`src/rtl/riscv_pkg.sv`:
```
// Shared RV64I encodings: opcodes, funct fields, ALU control codes and decode types.
// Also imported by the ALU so both sides agree on the alu_ctrl encoding.
package riscv_pkg;

    localparam logic [6:0] OPC_OP     = 7'b0110011;
    localparam logic [6:0] OPC_OP_IMM = 7'b0010011;
    localparam logic [6:0] OPC_LOAD   = 7'b0000011;
    localparam logic [6:0] OPC_STORE  = 7'b0100011;
    localparam logic [6:0] OPC_BRANCH = 7'b1100011;

    localparam logic [2:0] F3_ADD_SUB = 3'b000;
    localparam logic [2:0] F3_SLL     = 3'b001;
    localparam logic [2:0] F3_SLT     = 3'b010;
    localparam logic [2:0] F3_SLTU    = 3'b011;
    localparam logic [2:0] F3_XOR     = 3'b100;
    localparam logic [2:0] F3_SRL_SRA = 3'b101;
    localparam logic [2:0] F3_OR      = 3'b110;
    localparam logic [2:0] F3_AND     = 3'b111;

    localparam logic [2:0] F3_BEQ  = 3'b000;
    localparam logic [2:0] F3_BNE  = 3'b001;
    localparam logic [2:0] F3_BLT  = 3'b100;
    localparam logic [2:0] F3_BGE  = 3'b101;
    localparam logic [2:0] F3_BLTU = 3'b110;
    localparam logic [2:0] F3_BGEU = 3'b111;

    localparam logic [6:0] F7_BASE = 7'b0000000;
    localparam logic [6:0] F7_ALT  = 7'b0100000;
    localparam logic [5:0] F6_SHIFT = 6'b000000;
    localparam logic [5:0] F6_SRA   = 6'b010000;

    localparam logic [4:0] ALU_ADD   = 5'b00000;
    localparam logic [4:0] ALU_SUB   = 5'b00001;
    localparam logic [4:0] ALU_XOR   = 5'b00010;
    localparam logic [4:0] ALU_OR    = 5'b00011;
    localparam logic [4:0] ALU_AND   = 5'b00100;
    localparam logic [4:0] ALU_SLL   = 5'b00101;
    localparam logic [4:0] ALU_SRL   = 5'b00110;
    localparam logic [4:0] ALU_SRA   = 5'b00111;
    localparam logic [4:0] ALU_SLT   = 5'b01000;
    localparam logic [4:0] ALU_SLTU  = 5'b01001;
    localparam logic [4:0] ALU_ADDI  = 5'b10000;
    localparam logic [4:0] ALU_XORI  = 5'b10001;
    localparam logic [4:0] ALU_ORI   = 5'b10010;
    localparam logic [4:0] ALU_ANDI  = 5'b10011;
    localparam logic [4:0] ALU_SLLI  = 5'b10100;
    localparam logic [4:0] ALU_SRLI  = 5'b10101;
    localparam logic [4:0] ALU_SRAI  = 5'b10110;
    localparam logic [4:0] ALU_SLTI  = 5'b10111;
    localparam logic [4:0] ALU_SLTIU = 5'b11000;

    typedef enum logic [2:0] {
        IMM_NONE = 3'd0,
        IMM_I    = 3'd1,
        IMM_S    = 3'd2,
        IMM_B    = 3'd3,
        IMM_SH   = 3'd4
    } imm_fmt_e;

    typedef struct packed {
        logic reg_write;
        logic mem_read;
        logic mem_write;
        logic branch;
        logic illegal;
    } ctrl_flags_t;

    // RV64I has no load with funct3=111 and no store with funct3[2]=1.
    function automatic logic load_f3_ok(input logic [2:0] f3);
        return f3 != 3'b111;
    endfunction

    function automatic logic store_f3_ok(input logic [2:0] f3);
        return f3[2] == 1'b0;
    endfunction

endpackage

```
`src/rtl/imm_gen.sv`:
```
// Combinational immediate generator: picks the I/S/B/shamt field layout and
// sign-extends from instr[31] up to REG_WIDTH.
module imm_gen
    import riscv_pkg::*;
#(
    parameter int REG_WIDTH = 64
) (
    input  logic [31:0]          instr,
    input  imm_fmt_e             fmt,
    output logic [REG_WIDTH-1:0] imm
);

    logic [12:0] low13;
    logic        sign_bit;
    logic        unused_bits;

    assign unused_bits = ^{instr[19:12], instr[6:0]};

    always_comb begin
        low13    = '0;
        sign_bit = 1'b0;
        case (fmt)
            IMM_I: begin
                low13    = {instr[31], instr[31:20]};
                sign_bit = instr[31];
            end
            IMM_S: begin
                low13    = {instr[31], instr[31:25], instr[11:7]};
                sign_bit = instr[31];
            end
            IMM_B: begin
                low13    = {instr[31], instr[7], instr[30:25], instr[11:8], 1'b0};
                sign_bit = instr[31];
            end
            IMM_SH: begin
                // legal shifts always have instr[31]=0, so this is the plain shamt
                low13    = {{7{instr[31]}}, instr[25:20]};
                sign_bit = instr[31];
            end
            default: begin
                low13    = '0;
                sign_bit = 1'b0;
            end
        endcase
    end

    assign imm[12:0] = low13;

    genvar gi;
    generate
        for (gi = 13; gi < REG_WIDTH; gi++) begin : g_sext
            assign imm[gi] = sign_bit;
        end
    endgenerate

endmodule

```
`src/rtl/decode_stage.sv`:
```
// RV64I decode stage with a one-entry valid/ready output register and a
// saturating counter of accepted illegal instructions.
module decode_stage
    import riscv_pkg::*;
#(
    parameter int REG_WIDTH     = 64,
    parameter int ALU_CTRL_BITS = 5
) (
    input  logic                     clk,
    input  logic                     rst,
    input  logic                     in_valid,
    output logic                     in_ready,
    input  logic [31:0]              instr,
    output logic                     out_valid,
    input  logic                     out_ready,
    output logic [ALU_CTRL_BITS-1:0] alu_ctrl,
    output logic [REG_WIDTH-1:0]     imm,
    output logic [4:0]               rs1_addr,
    output logic [4:0]               rs2_addr,
    output logic [4:0]               rd_addr,
    output logic                     reg_write,
    output logic                     mem_read,
    output logic                     mem_write,
    output logic                     branch,
    output logic                     illegal,
    output logic [15:0]              illegal_count
);

    logic [6:0]     opcode;
    logic [2:0]     funct3;
    logic [6:0]     funct7;
    logic [5:0]     funct6;
    logic [4:0]     dec_alu;
    imm_fmt_e       dec_fmt;
    ctrl_flags_t    dec_flags;
    logic           dec_legal;
    logic [REG_WIDTH-1:0] dec_imm;
    logic           accept;

    logic                     out_valid_q, out_valid_d;
    logic [ALU_CTRL_BITS-1:0] alu_ctrl_q, alu_ctrl_d;
    logic [REG_WIDTH-1:0]     imm_q, imm_d;
    logic [4:0]               rs1_q, rs1_d;
    logic [4:0]               rs2_q, rs2_d;
    logic [4:0]               rd_q, rd_d;
    ctrl_flags_t              flags_q, flags_d;
    logic [15:0]              illegal_count_q, illegal_count_d;

    assign opcode = instr[6:0];
    assign funct3 = instr[14:12];
    assign funct7 = instr[31:25];
    assign funct6 = instr[31:26];

    always_comb begin
        dec_alu   = ALU_ADD;
        dec_fmt   = IMM_NONE;
        dec_flags = '0;
        dec_legal = 1'b1;
        case (opcode)
            OPC_OP: begin
                dec_flags.reg_write = 1'b1;
                if (funct7 == F7_BASE) begin
                    case (funct3)
                        F3_ADD_SUB: dec_alu = ALU_ADD;
                        F3_SLL:     dec_alu = ALU_SLL;
                        F3_SLT:     dec_alu = ALU_SLT;
                        F3_SLTU:    dec_alu = ALU_SLTU;
                        F3_XOR:     dec_alu = ALU_XOR;
                        F3_SRL_SRA: dec_alu = ALU_SRL;
                        F3_OR:      dec_alu = ALU_OR;
                        default:    dec_alu = ALU_AND;
                    endcase
                end else if (funct7 == F7_ALT && funct3 == F3_ADD_SUB) begin
                    dec_alu = ALU_SUB;
                end else if (funct7 == F7_ALT && funct3 == F3_SRL_SRA) begin
                    dec_alu = ALU_SRA;
                end else begin
                    dec_legal = 1'b0;
                end
            end
            OPC_OP_IMM: begin
                dec_flags.reg_write = 1'b1;
                dec_fmt = IMM_I;
                case (funct3)
                    F3_ADD_SUB: dec_alu = ALU_ADDI;
                    F3_SLT:     dec_alu = ALU_SLTI;
                    F3_SLTU:    dec_alu = ALU_SLTIU;
                    F3_XOR:     dec_alu = ALU_XORI;
                    F3_OR:      dec_alu = ALU_ORI;
                    F3_AND:     dec_alu = ALU_ANDI;
                    F3_SLL: begin
                        dec_fmt   = IMM_SH;
                        dec_alu   = ALU_SLLI;
                        dec_legal = (funct6 == F6_SHIFT);
                    end
                    default: begin
                        dec_fmt = IMM_SH;
                        if (funct6 == F6_SHIFT) begin
                            dec_alu = ALU_SRLI;
                        end else if (funct6 == F6_SRA) begin
                            dec_alu = ALU_SRAI;
                        end else begin
                            dec_legal = 1'b0;
                        end
                    end
                endcase
            end
            OPC_LOAD: begin
                dec_alu            = ALU_ADDI;
                dec_fmt            = IMM_I;
                dec_flags.reg_write = 1'b1;
                dec_flags.mem_read = 1'b1;
                dec_legal          = load_f3_ok(funct3);
            end
            OPC_STORE: begin
                dec_alu             = ALU_ADDI;
                dec_fmt             = IMM_S;
                dec_flags.mem_write = 1'b1;
                dec_legal           = store_f3_ok(funct3);
            end
            OPC_BRANCH: begin
                dec_fmt          = IMM_B;
                dec_flags.branch = 1'b1;
                case (funct3)
                    F3_BEQ, F3_BNE:   dec_alu = ALU_SUB;
                    F3_BLT, F3_BGE:   dec_alu = ALU_SLT;
                    F3_BLTU, F3_BGEU: dec_alu = ALU_SLTU;
                    default:          dec_legal = 1'b0;
                endcase
            end
            default: dec_legal = 1'b0;
        endcase

        // an illegal word carries no operation: only the illegal flag survives
        if (!dec_legal) begin
            dec_alu           = ALU_ADD;
            dec_fmt           = IMM_NONE;
            dec_flags         = '0;
            dec_flags.illegal = 1'b1;
        end
        if (instr[11:7] == 5'd0) begin
            dec_flags.reg_write = 1'b0;
        end
    end

    imm_gen #(
        .REG_WIDTH(REG_WIDTH)
    ) u_imm_gen (
        .instr(instr),
        .fmt  (dec_fmt),
        .imm  (dec_imm)
    );

    // reset empties the register, so the stage is ready throughout reset
    assign in_ready = rst || !out_valid_q || out_ready;
    assign accept   = in_valid && in_ready;

    always_comb begin
        out_valid_d     = out_valid_q;
        alu_ctrl_d      = alu_ctrl_q;
        imm_d           = imm_q;
        rs1_d           = rs1_q;
        rs2_d           = rs2_q;
        rd_d            = rd_q;
        flags_d         = flags_q;
        illegal_count_d = illegal_count_q;
        if (accept) begin
            out_valid_d = 1'b1;
            alu_ctrl_d  = ALU_CTRL_BITS'(dec_alu);
            imm_d       = dec_imm;
            rs1_d       = instr[19:15];
            rs2_d       = instr[24:20];
            rd_d        = instr[11:7];
            flags_d     = dec_flags;
            if (dec_flags.illegal && illegal_count_q != 16'hFFFF) begin
                illegal_count_d = illegal_count_q + 16'd1;
            end
        end else if (out_ready) begin
            out_valid_d = 1'b0;
        end
    end

    always_ff @(posedge clk) begin
        if (rst) begin
            out_valid_q     <= 1'b0;
            alu_ctrl_q      <= '0;
            imm_q           <= '0;
            rs1_q           <= '0;
            rs2_q           <= '0;
            rd_q            <= '0;
            flags_q         <= '0;
            illegal_count_q <= '0;
        end else begin
            out_valid_q     <= out_valid_d;
            alu_ctrl_q      <= alu_ctrl_d;
            imm_q           <= imm_d;
            rs1_q           <= rs1_d;
            rs2_q           <= rs2_d;
            rd_q            <= rd_d;
            flags_q         <= flags_d;
            illegal_count_q <= illegal_count_d;
        end
    end

    assign out_valid     = out_valid_q;
    assign alu_ctrl      = alu_ctrl_q;
    assign imm           = imm_q;
    assign rs1_addr      = rs1_q;
    assign rs2_addr      = rs2_q;
    assign rd_addr       = rd_q;
    assign reg_write     = flags_q.reg_write;
    assign mem_read      = flags_q.mem_read;
    assign mem_write     = flags_q.mem_write;
    assign branch        = flags_q.branch;
    assign illegal       = flags_q.illegal;
    assign illegal_count = illegal_count_q;

endmodule

```
`config.mk`:
```
export PLATFORM = sky130hd
export DESIGN_NAME = decode_stage
export DESIGN_NICKNAME = d
export VERILOG_FILES = /design/src/rtl/riscv_pkg.sv /design/src/rtl/imm_gen.sv /design/src/rtl/decode_stage.sv
export SDC_FILE = /design/constraint.sdc
export NUM_CORES = 1
export LEC_CHECK = 0
export CORE_UTILIZATION = 42
export CTS_BUF_LIST = sky130_fd_sc_hd__clkbuf_16
export CTS_CLUSTER_SIZE = 10
export DETAILED_ROUTE_END_ITERATION = 7
export HOLD_SLACK_MARGIN = 0.06
export PLACE_DENSITY = 0.86
export SLEW_MARGIN = 20
export SYNTH_ARGS = -nofsm -noshare
export SYNTH_HDL_FRONTEND = slang
export SYNTH_SLANG_ARGS = --single-unit
```
`constraint.sdc`:
```
create_clock -name clk -period 2.3 [get_ports clk]
set_input_delay 0.575 -clock clk [delete_from_list [all_inputs] [get_ports clk]]
set_output_delay 0.575 -clock clk [all_outputs]
set_load 0.01 [all_outputs]
```
==> out/qor.txt, run 1 <==
Post-synth EDFFs: 0
R2r setup slk: 240 ps
Max cap viols: 0
Die Ht: 87.5 um
FF-to-FF Start: illegal_count[0]
Skew final: 6.29 ps
Vias: 3,177
CP Class: in2reg
Final critical-path share of the clock period: 0.990
First-pass GRT wire length: 14.2 mm
Clock share of power: 0.370
Largest area contributor in the netlist: dfxtp_1
Cells after Synth: 377
Net Sw Power: 0.000557 W
WL per Instance: 15.2 um
Root buffer cell: clkbuf_16
Clock Pin Slew Worst Setup and Hold Paths: 80 ps
Worst Setup EP: imm[2]
NumNets Final: 544
I/O Buffers: 142
Crit. End Element: register
Final Util: 0.686
Final Max Tran Viols: 0
First drt pass iteration count: 4
Register area: 1120 um2
Share of flip-flops with an asynchronous set or reset: 0
Critical R2R Capture: illegal_count[10]
Vias in the first global route: 2,924
Row count: 30
Maximum vdd drop: 0.000329 V
Ant. Diodes: 0
Core ar.: 6940 um2
Cell Area, Placed: 4530 um2
Fmax: 439 MHz
Sequential share of the synthesized area: 0.365
Area share of the largest cell type after synthesis: 0.365
Clock latency on the worst-skew pair: 290 ps
Leakage power: 1.79 nW
Mapped cell area: 3070 um2
# fillers: 532
GRT Total Usage: 0.238
Final Setup Violations: 0
Hold buffer count at CTS: 0
Total die area: 7660 um2
Top-Level Pins: 143
Ys flop type: dfxtp_1
Hold WS: 455 ps
Multi-input gate area: 1510 um2
Flop pwr share: 0.470
Count of clock tree sinks: 56
Via/cell ratio: 5.26
Post-Route WL: 9.17 mm
PwrDens: 450 nW/um2
Final Hold Violating Endpoints: 0
CP arrival: 2480 ps
Finished Cell Area: 4760 um2
Commonest cells in the netlist: nand2_1, dfxtp_1, buf_4
Tmin final: 2280 ps
Die width: 87.5 um
CTS Buffer Depth: 2
Initial antenna violation count: 0
Crit start category: input port
RD Place Congestion: 0.930
Dpl hpwl: 6.76 mm
Most frequent cell after synthesis: nand2_1
Mapped Avg Cell Area: 8.15 um2
TritonCTS clock tree: built
Switch share: 0.260
Crit path launch: instr[6]
Share of layout cells above drive strength 1: 0.161
Final ANT Viol Nets: 0
Worst EP required: 2500 ps
Num CTS Buffers: 5
Max-slew headroom: 0.696
Dpl ws: -371 ps
Register-to-Register Path Depth: 7
Distinct cells, synth: 53
Worst slew pin tran: 454 ps
Synth-to-Final Area Change: 55.0%
Synth area leaders: dfxtp_1, buf_4, nand2_1
Syn nets: 414
Initial Util: 0.442
Largest net degree at the start of global routing: 52
Setup WS post-layout: 23.7 ps
CP max FO: 8
Gate power share: 0.160
DRC violations left: 0
Initial DRC count: 236
Pint: 0.00158 W
Class of the worst hold path: reg2reg
Seq cells post-synth: 56
Outcome: finished, final reports clean
GR Overflow Total: 0
Synth Warn #: 0
CTS H-tree depth: 2
registers in the layout, indices dropped and copies added, names as in the netlist:
| register | count |
|---|---|
| rs2_addr | 5 |
| illegal_count | 16 |
| alu_ctrl | 5 |
| reg_write | 1 |
| out_valid | 1 |
| rs1_addr | 5 |
| imm | 14 |
| mem_write | 1 |
| mem_read | 1 |
| branch | 1 |
| illegal | 1 |
| rd_addr | 5 |
worst min-delay path by stage:
stage / start / to / slack (ps) / cells after the start
floorplan: imm[5] / imm[5] / 480 / 2
finish: rs1_addr[4] / rs1_addr[4] / 460 / 2
global placement: reg_write / reg_write / 440 / 2
detailed placement: reg_write / reg_write / 450 / 2
CTS: rs1_addr[0] / rs1_addr[0] / 460 / 2
global route: rs2_addr[2] / rs2_addr[2] / 490 / 2
layout make-up:
class | instances | share of cell area
clock buffers | 5 | 0.0263
clock inverters | 3 | 0.00525
inverters | 7 | 0.00552
multi-input cells | 245 | 0.318
flip-flops and latches | 56 | 0.235
well taps | 96 | 0.0252
repair buffers | 192 | 0.385
layer usage:
| layer | routed length, um | up-vias | track usage |
|---|---|---|---|
| met5 | 0 | - | 0 |
| met1 | 3660 | 1453 | 0.276 |
| met2 | 4620 | 167 | 0.431 |
| met3 | 647 | 28 | 0.0408 |
| li1 | - | 1529 | - |
| met4 | 240 | 0 | 0.0969 |
kinds of logic after synthesis:
family	share of synthesized area
XOR/XNOR	0.0428
flip-flops	0.365
AND/OR/NAND/NOR	0.235
adder cells (fa/ha/maj)	0.00407
AO/OA/AOI/OAI	0.189
buffers and inverters	0.165
metrics by stage:
step / instances / total power (W) / TNS [ps]
after floorplan: 377 / 0.00116 / 0
after global placement: 593 / 0.00135 / -6510
after detailed placement: 593 / 0.00136 / -10180
after CTS: 603 / 0.00214 / 0
after global routing: 604 / 0.00222 / -82.5
final: 604 / 0.00214 / 0
timing repair:
action / 4_1_cts / 5_1_grt
cloned: 1 / 0
gates resized for setup: 8 / 11
endpoints found under the setup margin: 14 / 13
pin swaps: 0 / 2
buffers inserted: 1 / 1
critical path, cell delays in order:
cell and delay, ps:
clkdlybuf4s50_1 500, buf_4 210, a21boi_2 180, o32a_4 440, nor3_2 120, buf_4 150
a21oi_1 80, a211oi_1 230
cell usage in the layout, fill, tap and decap left out, types with 3 or more instances in the layout:
cell / count
xor2_1: 15
inv_1: 7
a22o_1: 10
nand4_1: 10
o22ai_1: 4
nand2_1: 53
and2_1: 4
and3_1: 6
nand2_2: 4
nor3_1: 3
a32o_1: 3
buf_12: 3
nand3_1: 13
clkbuf_16: 5
clkdlybuf4s50_1: 140
o21ai_0: 6
a211oi_1: 4
a21oi_1: 37
nor2b_1: 3
dfxtp_1: 56
nand2b_1: 5
buf_4: 47
nor2_1: 27
power by group through the flow:
stage | registers (W) | clock network [W] | logic [W]
6_report | 0.00101 | 0.000791 | 0.000343
5_1_grt | 0.00101 | 0.000845 | 0.000368
4_1_cts | 0.00101 | 0.000799 | 0.000336
3_5_place_dp | 0.00103 | 0 | 0.000327
3_3_place_gp | 0.00103 | 0 | 0.000320
2_1_floorplan | 0.00104 | 0 | 0.000123
No activity file was read; power rests on OpenSTA's default activity.
==> run 2: changes to the inputs <==
--- a/config.mk
+++ b/config.mk
@@ -5,13 +5,14 @@
 export SDC_FILE = /design/constraint.sdc
 export NUM_CORES = 1
 export LEC_CHECK = 0
-export CORE_UTILIZATION = 42
+export CORE_UTILIZATION = 45
 export CTS_BUF_LIST = sky130_fd_sc_hd__clkbuf_16
 export CTS_CLUSTER_SIZE = 10
 export DETAILED_ROUTE_END_ITERATION = 7
 export HOLD_SLACK_MARGIN = 0.06
-export PLACE_DENSITY = 0.86
+export PLACE_DENSITY = 0.8
 export SLEW_MARGIN = 20
 export SYNTH_ARGS = -nofsm -noshare
 export SYNTH_HDL_FRONTEND = slang
+export SYNTH_HIERARCHICAL = 1
 export SYNTH_SLANG_ARGS = --single-unit
==> out/qor.txt, run 2 <==
Dpl hpwl: 9.45 mm (was 6.76 mm)
WL per Instance: 15.8 um (was 15.2 um)
Initial Util: 0.471 (was 0.442)
Ys flop type: dfxtp_1 (unchanged)
Top-Level Pins: 143 (unchanged)
First-pass GRT wire length: 22.3 mm (was 14.2 mm)
Vias in the first global route: 4,634 (was 2,924)
Total chip power: 0.00380 W (was 0.00214 W)
Critical-path top delay cell: and4bb_4 (was clkdlybuf4s50_1)
Hold depth: 2 (unchanged)
Num CTS Buffers: 9 (was 5)
RD Place Congestion: 0.878 (was 0.930)
Share of layout cells above drive strength 1: 0.215 (was 0.161)
Critical R2R Capture: illegal_count[1] (was illegal_count[10])
Commonest non-fill, non-tap cell in the layout: nand2_1 (was clkdlybuf4s50_1)
Worst-path cell chain: buf_6 > and4bb_4 > nand4_1 > nand2b_4 > and2_4 > nor3_4 > buf_6 > xnor2_4 > and2_4 > buf_6 > buf_12 > nand2_1 > a21oi_2 (was clkdlybuf4s50_1 > buf_4 > a21boi_2 > o32a_4 > nor3_2 > buf_4 > a21oi_1 > a211oi_1)
Synth-to-Final Area Change: 44.3% (was 55.0%)
Sequential share of the synthesized area: 0.429 (was 0.365)
Largest area contributor in the netlist: dfxtp_1 (unchanged)
Total die area: 11,400 um2 (was 7660 um2)
Final Max Tran Viols: 0 (unchanged)
Vias: 4,908 (was 3,177)
DRT met1 WL: 5.96 mm (was 3.66 mm)
Crit. End Element: register (unchanged)
Initial antenna violation count: 0 (unchanged)
FF-to-FF Start: illegal_count[0] (unchanged)
CP arrival: 2720 ps (was 2480 ps)
Most frequent cells in the layout: nand2_1, clkdlybuf4s50_1, dfxtp_1, a21oi_1, buf_4 (was clkdlybuf4s50_1, dfxtp_1, nand2_1, buf_4, a21oi_1)
TritonCTS clock tree: built (unchanged)
Initial DRC count: 310 (was 236)
Ant. Diodes: 0 (unchanged)
Largest net degree at the start of global routing: 76 (was 52)
Class of the worst hold path: reg2reg (unchanged)
CP max FO: 10 (was 8)
Count of clock tree sinks: 106 (was 56)
Max reg flops: 64 (was 16)
Row count: 37 (was 30)
Skew final: 7.41 ps (was 6.29 ps)
Max cap viols: 0 (unchanged)
Die Ht: 107 um (was 87.5 um)
Post-Route WL: 14.4 mm (was 9.17 mm)
Failing checks: negative setup slack
Final Hold Violating Endpoints: 0 (unchanged)
Commonest cells in the netlist: nand2_1, dfxtp_1, a21oi_1 (was nand2_1, dfxtp_1, buf_4)
Worst EP required: 2570 ps (was 2500 ps)
Crit-path max cell delay: 420 ps (was 500 ps)
Finished Cell Area: 7140 um2 (was 4760 um2)
Met2 wire len: 7.05 mm (was 4.62 mm)
Hold Crit Endpoint: imm[1] (was rs1_addr[4])
Post-synth EDFFs: 0 (unchanged)
GR Overflow Total: 0 (unchanged)
Clock latency on the worst-skew pair: 350 ps (was 290 ps)
Seq cells post-synth: 106 (was 56)
R2r setup slk: 130 ps (was 240 ps)
Hold Crit Start: imm[1] (was rs1_addr[4])
Switch share: 0.262 (was 0.260)
Final ANT Viol Nets: 0 (unchanged)
Worst Path Buf+Inv: 4 (was 3)
Flop pwr share: 0.493 (was 0.470)
Net Sw Power: 0.000998 W (was 0.000557 W)
PwrDens: 533 nW/um2 (was 450 nW/um2)
Cells after Synth: 636 (was 377)
NumNets Final: 804 (was 544)
Fmax: 407 MHz (was 439 MHz)
Gate power share: 0.109 (was 0.160)
Worst slew pin tran: 815 ps (was 454 ps)
Synth area leaders: dfxtp_1, nand2_1, a21oi_1 (was dfxtp_1, buf_4, nand2_1)
CTS H-tree depth: 3 (was 2)
Via/cell ratio: 5.41 (was 5.26)
Most frequent cell after synthesis: nand2_1 (unchanged)
Root buffer cell: clkbuf_16 (unchanged)
Synth Warn #: 6 (was 0)
Mapped Avg Cell Area: 7.78 um2 (was 8.15 um2)
GRT Total Usage: 0.245 (was 0.238)
Pint: 0.00281 W (was 0.00158 W)
Clock Pin Slew Worst Setup and Hold Paths: 70 ps (was 80 ps)
Final Setup Violations: 62 (was 0)
Crit path max-delay family: simple AND/OR/NAND/NOR gates (was compound AO/OA/AOI/OAI gates)
Unrepaired setup endpoints after global routing: true
Tmin final: 2460 ps (was 2280 ps)
I/O Buffers: 142 (unchanged)
Top Metal Used: met4 (unchanged)
Outcome: finished, violations left (was finished, final reports clean)
Final critical-path share of the clock period: 1.07 (was 0.990)
Register-to-Register Path Depth: 8 (was 7)
Die width: 107 um (was 87.5 um)
Clock share of power: 0.398 (was 0.370)
Dpl ws: -763 ps (was -371 ps)
CP Class: in2reg (unchanged)
Max-slew headroom: 0.456 (was 0.696)
First drt pass iteration count: 5 (was 4)
Mapped cell area: 4950 um2 (was 3070 um2)
Hold WS: 455 ps (about the same)
Setup WS post-layout: -156 ps (was 23.7 ps)
DRC violations left: 0 (unchanged)
Share of flip-flops with an asynchronous set or reset: 0 (unchanged)
WL met3: 911 um (was 647 um)
CTS Buffer Depth: 2 (unchanged)
Core ar.: 10,500 um2 (was 6940 um2)
Hold buffer count at CTS: 0 (unchanged)
Syn nets: 673 (was 414)
Leakage power: 2.57 nW (was 1.79 nW)
Maximum vdd drop: 0.000446 V (was 0.000329 V)
Cell Area, Placed: 6450 um2 (was 4530 um2)
CP most frequent cell: buf_6 (was buf_4)
# fillers: 837 (was 532)
Area share of the largest cell type after synthesis: 0.429 (was 0.365)
Crit start category: input port (unchanged)
Distinct cells, synth: 56 (was 53)
[run 2: changes by cell type after synthesis, moves of 6 or more]
cell / change
a21oi_1: +57
a22o_1: -10
clkbuf_1: +16
dfxtp_1: +50
nand2_1: +131
o21ai_0: +6
xor2_1: -10
[run 2: worst max-delay path by stage]
stage / from / end / slack, ps / cells past startpoint
after floorplan: instr[2] / imm[13] / -460 / 12
after global placement: instr[2] / imm[14] / -660 / 12
after detailed placement: instr[2] / imm[53] / -760 / 12
after CTS: instr[3] / imm[42] / -110 / 15
after global routing: instr[13] / imm[61] / -250 / 13
final: instr[3] / imm[27] / -160 / 13
[run 2: what timing repair did]
action | CTS | global route
buffers inserted | 19 | 3
setup endpoints to repair | 73 | 64
gates cloned | 3 | 1
pin swaps | 23 | 15
resized for setup | 83 | 33
[run 2: logic make-up (layout without fill, tap and decap cells)]
logic type                 after synthesis  count (layout)  synth area share
AOI/OAI and AO/OA                      136             136             0.162
xor gates and xnor gates                 8               8            0.0142
adders and majority gates                1               1           0.00253
buffers and inverters                   96             232             0.119
DFF                                    106             106             0.429
muxes                                    4               4           0.00835
and+or+nand+nor                        285             285             0.264
[run 2: layout make-up]
class / instances / area [um2] / area share
multi-input combinational: 434 / 2480 / 0.348
inverter: 5 / 18.8 / 0.00263
tap: 136 / 170 / 0.0238
timing repair buffer: 211 / 2050 / 0.288
clock inverter: 7 / 63.8 / 0.00894
sequential: 106 / 2120 / 0.297
clock buffer: 9 / 225 / 0.0315
[run 2: through the flow]
step / utilization / setup TNS (ps) / std cells
after floorplan: - / -26640 / 636
after global placement: 0.614 / -44470 / 872
after detailed placement: 0.614 / -52000 / 872
after CTS: 0.674 / -2960 / 909
after global routing: 0.679 / -10770 / 908
final: 0.679 / -4510 / 908
[run 2: power by group through the flow]
stage	logic [W]	registers [W]	clock network [W]
6_report	0.000417	0.00188	0.00151
5_1_grt	0.000446	0.00188	0.00161
4_1_cts	0.000406	0.00187	0.00152
3_5_place_dp	0.000392	0.00192	0
3_3_place_gp	0.000381	0.00192	0
2_1_floorplan	0.000177	0.00193	0
[run 2: routing by layer]
| metal | up-vias | GRT usage |
|---|---|---|
| li1 | 2345 | - |
| met1 | 2339 | 0.298 |
| met2 | 192 | 0.422 |
| met3 | 32 | 0.0474 |
| met4 | 0 | 0.104 |
| met5 | - | 0 |
[run 2: tightest hold or removal path: cells and delay by family (launching register included)]
kind / cells / cell delay (ps)
simple gates: 1 / 50
compound gates: 1 / 50
flops: 1 / 310
